## src/rtl/uart_pkg.sv

```systemverilog
// uart_pkg: shared constants and sequencer state type for the UART feeder (watchdog option UART_FEED_WATCHDOG_EN).
package uart_pkg;
  localparam int BYTE_W = 8;
  localparam int WD_LIMIT = 8;
  typedef enum logic [1:0] {S_IDLE, S_LAUNCH, S_WAIT_BUSY, S_WAIT_DONE} seq_state_t;
endpackage

```

## src/rtl/uart_byte_fifo.sv

```systemverilog
// uart_byte_fifo: synchronous FIFO with registered full/empty flags and wrap-bit pointers.
module uart_byte_fifo #(
  parameter int DEPTH = 16,
  parameter int W = 8
) (
  input  logic                     clk,
  input  logic                     rst_n,
  input  logic                     push,
  input  logic                     pop,
  input  logic [W-1:0]             din,
  output logic [W-1:0]             dout,
  output logic                     full,
  output logic                     empty,
  output logic [$clog2(DEPTH):0]   count
);
  localparam int AW = $clog2(DEPTH);
  logic [W-1:0] mem [DEPTH];
  logic [AW:0] wr_ptr, rd_ptr, wr_nxt, rd_nxt;
  logic wr_en, rd_en;
  assign wr_en = push && !full;
  assign rd_en = pop && !empty;
  assign wr_nxt = wr_ptr + (AW+1)'(wr_en);
  assign rd_nxt = rd_ptr + (AW+1)'(rd_en);
  assign dout = mem[rd_ptr[AW-1:0]];
  assign count = wr_ptr - rd_ptr;
  always_ff @(posedge clk)
    if (wr_en) mem[wr_ptr[AW-1:0]] <= din;
  // full tracks the next pointers exactly; empty sees pops at once but pushes one edge late
  always_ff @(posedge clk or negedge rst_n)
    if (!rst_n) begin
      wr_ptr <= '0;
      rd_ptr <= '0;
      full <= 1'b0;
      empty <= 1'b1;
    end else begin
      wr_ptr <= wr_nxt;
      rd_ptr <= rd_nxt;
      full <= (wr_nxt[AW] != rd_nxt[AW]) && (wr_nxt[AW-1:0] == rd_nxt[AW-1:0]);
      empty <= (wr_ptr == rd_nxt);
    end
endmodule

```

## src/rtl/uart_tx_feeder.sv

```systemverilog
// uart_tx_feeder: byte FIFO plus send sequencer paced by the transmitter busy flag.
// Define UART_FEED_WATCHDOG_EN to add the stuck-transmitter watchdog and watchdog_err output.
module uart_tx_feeder
  import uart_pkg::*;
#(
  parameter int DEPTH = 16,
  localparam int AW = $clog2(DEPTH)
) (
  input  logic              clk,
  input  logic              rst_n,
  input  logic [BYTE_W-1:0] in_data,
  input  logic              in_valid,
  output logic              in_ready,
  output logic [BYTE_W-1:0] tx_data,
  output logic              send_trigger,
  input  logic              tx_busy,
  output logic [AW:0]       fifo_count,
  output logic              idle
`ifdef UART_FEED_WATCHDOG_EN
  ,
  output logic              watchdog_err
`endif
);
  seq_state_t state, next;
  logic full, empty, pop, wd_trip;
  logic [BYTE_W-1:0] head;
  assign in_ready = !full;
  uart_byte_fifo #(.DEPTH(DEPTH), .W(BYTE_W)) u_fifo (
    .clk(clk),
    .rst_n(rst_n),
    .push(in_valid && in_ready),
    .pop(pop),
    .din(in_data),
    .dout(head),
    .full(full),
    .empty(empty),
    .count(fifo_count)
  );
`ifdef UART_FEED_WATCHDOG_EN
  logic [3:0] wd_cnt;
  assign wd_trip = (state == S_WAIT_BUSY) && !tx_busy && (wd_cnt == 4'(WD_LIMIT - 1));
  always_ff @(posedge clk or negedge rst_n)
    if (!rst_n) begin
      wd_cnt <= '0;
      watchdog_err <= 1'b0;
    end else begin
      wd_cnt <= (state == S_WAIT_BUSY && !tx_busy) ? wd_cnt + 4'd1 : 4'd0;
      watchdog_err <= watchdog_err | wd_trip;
    end
`else
  assign wd_trip = 1'b0;
`endif
  always_ff @(posedge clk or negedge rst_n)
    if (!rst_n) state <= S_IDLE;
    else state <= next;
  always_comb begin
    next = S_IDLE;
    case (state)
      S_IDLE:      next = (!empty && !tx_busy) ? S_LAUNCH : S_IDLE;
      S_LAUNCH:    next = S_WAIT_BUSY;
      S_WAIT_BUSY: next = tx_busy ? S_WAIT_DONE : (wd_trip ? S_IDLE : S_WAIT_BUSY);
      S_WAIT_DONE: next = tx_busy ? S_WAIT_DONE : S_IDLE;
      default:     next = S_IDLE;
    endcase
  end
  always_comb begin
    pop = (state == S_IDLE) && (next == S_LAUNCH);
    idle = (fifo_count == '0) && (state == S_IDLE) && !tx_busy;
  end
  always_ff @(posedge clk or negedge rst_n)
    if (!rst_n) begin
      send_trigger <= 1'b0;
      tx_data <= '0;
    end else begin
      send_trigger <= (next == S_LAUNCH);
      if (pop) tx_data <= head;
    end
endmodule
```

## config.mk

```make
export PLATFORM = sky130hd
export DESIGN_NAME = uart_tx_feeder
export DESIGN_NICKNAME = d
export VERILOG_FILES = /design/src/rtl/uart_pkg.sv /design/src/rtl/uart_byte_fifo.sv /design/src/rtl/uart_tx_feeder.sv
export SDC_FILE = /design/constraint.sdc
export NUM_CORES = 1
export LEC_CHECK = 0
export CAP_MARGIN = 40
export CELL_PAD_IN_SITES_DETAIL_PLACEMENT = 1
export CELL_PAD_IN_SITES_GLOBAL_PLACEMENT = 2
export CORE_MARGIN = 5
export CORE_UTILIZATION = 46
export CTS_CLUSTER_SIZE = 40
export DETAILED_ROUTE_END_ITERATION = 8
export HOLD_SLACK_MARGIN = 0.12
export PLACE_DENSITY_LB_ADDON = 0.1
export SLEW_MARGIN = 20
export SYNTH_ARGS = -nofsm -noshare
export SYNTH_HDL_FRONTEND = slang
export SYNTH_SLANG_ARGS = --single-unit
export TNS_END_PERCENT = 30
```

## constraint.sdc

```tcl
create_clock -name clk -period 2.68 [get_ports clk]
set_input_delay 0.536 -clock clk [delete_from_list [all_inputs] [get_ports clk]]
set_output_delay 0.536 -clock clk [all_outputs]
set_load 0.05 [all_outputs]
```

==> results.md <==
Logic synthesis:
- The Yosys step of the flow raised 0 warnings.
- The dominant combinational cell family by area after synthesis is multiplexers.
- The number of synthesized flops with an enable pin is 128.
- Summing the areas of all compound-gate instances in the mapped netlist gives 3.23% of the synthesized area.
- After synthesis, the cell types taking the most area are edfxtp_1 (62%), mux4_2 (11%), dfrtp_1 (8.9%).
- Of the total synthesized cell area, the portion taken by AND, OR, NAND and NOR gates is 4.69%.
- The cell area after technology mapping is 6170 µm².
- The multiplexer fraction of the synthesized cell area is 12.8%.
- In this run the mean area of a mapped cell was 17.8 µm².
- Summed over all instances, the cell type with the most area after synthesis is edfxtp_1.
- Counting flops with an async set or reset pin after synthesis yields a share of 15.2%.
- The netlist uses 36 different library cells.
- After synthesis the netlist holds a flip-flop and latch count of 151.
- After Yosys synthesis, full adders, half adders and majority gates account for 1.95% of the synthesized area.
- Among all cell types in the netlist, the one instantiated most often is edfxtp_1.
- The synthesized design devotes to its leading area cell type 62.3% of total area.
- After synthesis, the most frequently instantiated cells are edfxtp_1 (128), mux4_2 (30), nand2_1 (25).
- The most used flip-flop cell after synthesis is edfxtp_1.
- The sequential fraction of the synthesis area is 71.7%.
- The cell count after synthesis came out at 346.
- The total nets after synthesis is 367.
- The xor/xnor cell area share of the yosys netlist is 2.84%.

Route:
- The final layout contains routed wiring with a total length of 13600 µm.
- The via-per-instance ratio is 5.44.
- In the final routed layout, each cell accounts on average for 22.7 µm.
- The detailed router placed 3265 vias in this run.
- In this run the remaining antenna-violating nets after routing total 0.
- The detailed router's first-iteration violation count is 170.
- The number of detailed-route iterations in the first pass is 4.
- The post-detailed-route DRC marker count is 0.

Timing:
- After layout, the minimum clock period comes to 2.71 ns.
- The maximum achievable frequency is 369 MHz.
- For the pin with the worst max-slew slack, the measured transition is 0.719 ns.
- For the final database, setup skew stands at 0.00858 ns.
- The worst pin sits at a relative slew slack of 52.1%.
- The final hold slack is 0.491 ns.
- The worst path uses 101% of the clock period.
- Once routing completed, OpenROAD measured the worst setup slack at -0.0324 ns.
- The number of pins exceeding their max-slew limit in the final report is 0.
- Setup violations remaining at the end of the flow were counted as 1.
- Setup repair after global routing could not meet its margin everywhere.
- The number of endpoints with negative hold slack in the final report is 0.

Clocking:
- Hold repair after CTS inserted 0 buffers.
- The number of CTS-inserted buffers is 17.
- After clock tree synthesis, the clock-pin slew on the worst setup and hold paths is 0.06 ns.
- The count of H-tree levels built during CTS is 4.
- The TritonCTS clock tree is built.
- The tree built by TritonCTS fans out to 151 sinks.
- The insertion delay of the later-clocked pin in the worst-skew pair is 0.41 ns.
- The tree is rooted in a clkbuf_16.
- The maximum clock path buffer count is 2.

Layout:
- The diode insertion count for antenna repair is 0.
- Summing all flip-flop and latch instances after layout gives 4420 µm².
- Summing all multi-input logic gate instances after layout gives 1690 µm².
- The utilization after layout is 57.6%.
- The post-layout instance area is 7600 µm².
- For this run, the number of standard cells in the final layout without fillers is 600.
- The post-route netlist has 30.0% of its cells at a drive strength greater than 1.
- The synthesis-to-finish area growth is 23.1%.
- The filler cells instantiated in the layout total 1206.
- The total number of nets in the final design is 432.

Status:
- The run finished, with violations left.
- The final reports fail on setup timing.

Pwr:
- The maximum resistive drop on vdd is 0.611 mV.
- The completed layout was analyzed and its total power is 9.78 mW.
- In this run the power density over the cells is 1290 nW/µm².
- In this run the static leakage power is 2.66 nW.

Floorplan:
- The die width is 126 µm.
- The total area inside the core boundary comes to 13200 µm².
- The initial core utilization is 46.8%.
- Row generation in the floorplan step produced 42 rows.
- The floorplan step defined a die boundary enclosing 15800 µm².
- In this run the count of I/O pins placed on the die edge is 28.
- The die height is 126 µm.

Global routing:
- The total congestion overflow after global routing is 0.
- The first global-routing pass estimated 21400 µm of wire.
- Global routing used 18.4% of the available tracks.
- The number of antenna violations at the first check in global routing is 0.
- Entering global routing, the biggest net connects 36 pins.
- The via count of the first global-routing pass is 3651.

Critical path:
- The category of the critical setup timing path is reg2out.
- The required time reported for the critical path endpoint is 2.14 ns.
- The top fanout value on the critical path is 2.
- The type of origin of the critical path is a register.
- The worst path arrival time is 2.18 ns.
- STA classifies the critical path endpoint as a primary output.

Placement:
- The cell area reported after detailed placement is 6920 µm².
- After detailed placement, the design holds a cell count of 563.
- The congestion estimate from routability-driven global placement came to 0.739.
- Input and output buffers added on the ports amount to 27.
- The detailed placement HPWL is 9040 µm.

Min path:
- The class of the tightest hold or removal check is in2async.

Job:
- The number of max-cap violations is 0.
-- per-stage QoR --
stage	setup slack (ns)	setup TNS (ns)
2_1_floorplan	-0.111	-0.111
3_3_place_gp	-0.0758	-0.0773
3_5_place_dp	-0.100	-0.144
4_1_cts	-0.0550	-0.0550
5_1_grt	-0.127	-0.173
6_report	-0.0324	-0.0324
-- cell type report --
| cell class | instances | area share (%) |
|---|---|---|
| sequential | 151 | 58.2 |
| inverter | 15 | 0.939 |
| tap | 176 | 2.90 |
| timing repair buffer | 62 | 7.69 |
| clock inverter | 5 | 0.774 |
| clock buffer | 27 | 7.18 |
| multi-input combinational | 164 | 22.3 |
-- cells by family (layout without fill, tap and decap cells) --
kind of cell	after synthesis	after routing
xor gates and xnor gates	20	20
AOI/OAI and AO/OA	30	30
buffers and inverters	31	109
and+or+nand+nor	64	64
muxes	41	41
DFF	151	151
adders and majority gates	9	9
-- flip-flops by register name, summed over array words and instances, names as in the netlist --
register	cells
send_trigger	1
tx_data	8
u_fifo.mem	128
u_fifo.empty	1
u_fifo.full	1
u_fifo.rd_ptr	5
u_fifo.wr_ptr	5
state	2
-- layout by cell type, fill, tap and decap left out, types with 2 or more instances in the layout --
master           Yosys  routed
dfrtp_1             22      21
clkinv_4             0       2
inv_4                0       2
ha_1                 8       5
nand3_1              8       8
xor2_1               4       4
clkbuf_8             0       4
xnor2_1             16      13
a21oi_2              8       8
clkbuf_1             4       4
nor3_1               5       5
nand2_1             25      25
buf_4                2      35
o21ai_1              6       6
a31oi_1              3       3
a21oi_1              8       6
mux2i_1             10      10
a21oi_4              0       2
clkbuf_16            0      19
inv_2                1       2
xnor2_4              0       3
mux4_2              30      30
ha_4                 0       2
edfxtp_1           128     128
nor2_1              20      20
inv_1               13      11
clkdlybuf4s50_1      0      21
a21o_1               2       2
buf_12               0       5
-- power by group --
group          internal [mW]  switching (mW)
logic                   1.93            2.41
registers               2.92           0.153
clock network           1.49           0.877
total                   6.35            3.44
-- per-layer routing --
metal / up-vias / share of wire [%] / wire length (µm) / track usage [%]
li1: 1449 / - / - / -
met1: 1751 / 44 / 6060 / 24.0
met2: 58 / 51 / 6940 / 30.8
met3: 7 / 4.0 / 540 / 5.08
met4: 0 / 0.58 / 79 / 4.61
met5: - / 0 / 0 / 0
-- worst max-delay path, cell delays in order (launching register included) --
cell and delay [ns]:
dfrtp_1 0.39, inv_4 0.06, ha_4 0.15, fa_2 0.33, buf_4 0.16, xnor2_4 0.16, nor4_4 0.33, buf_12 0.18
-- worst paths after layout --
check / start / to / slack [ns] / cells past startpoint
min: rst_n / u_fifo.rd_ptr[4] / 0.49 / 2
max reg2reg: state[1] / u_fifo.full / 0.36 / 9
max in group asynchronous: rst_n / u_fifo.empty / 1.90 / 2
min reg2reg: tx_data[5] / tx_data[5] / 0.51 / 2
min in group clk: tx_data[5] / tx_data[5] / 0.51 / 2
max: u_fifo.wr_ptr[0] / idle / -0.03 / 7
-- repair_timing --
action | in CTS | in global routing
pin swaps | 7 | 0
resized for setup | 4 | 1
buffers inserted | 5 | 0
setup endpoints to repair | 1 | 2
Note: power is estimated with default switching activity, not from simulation.
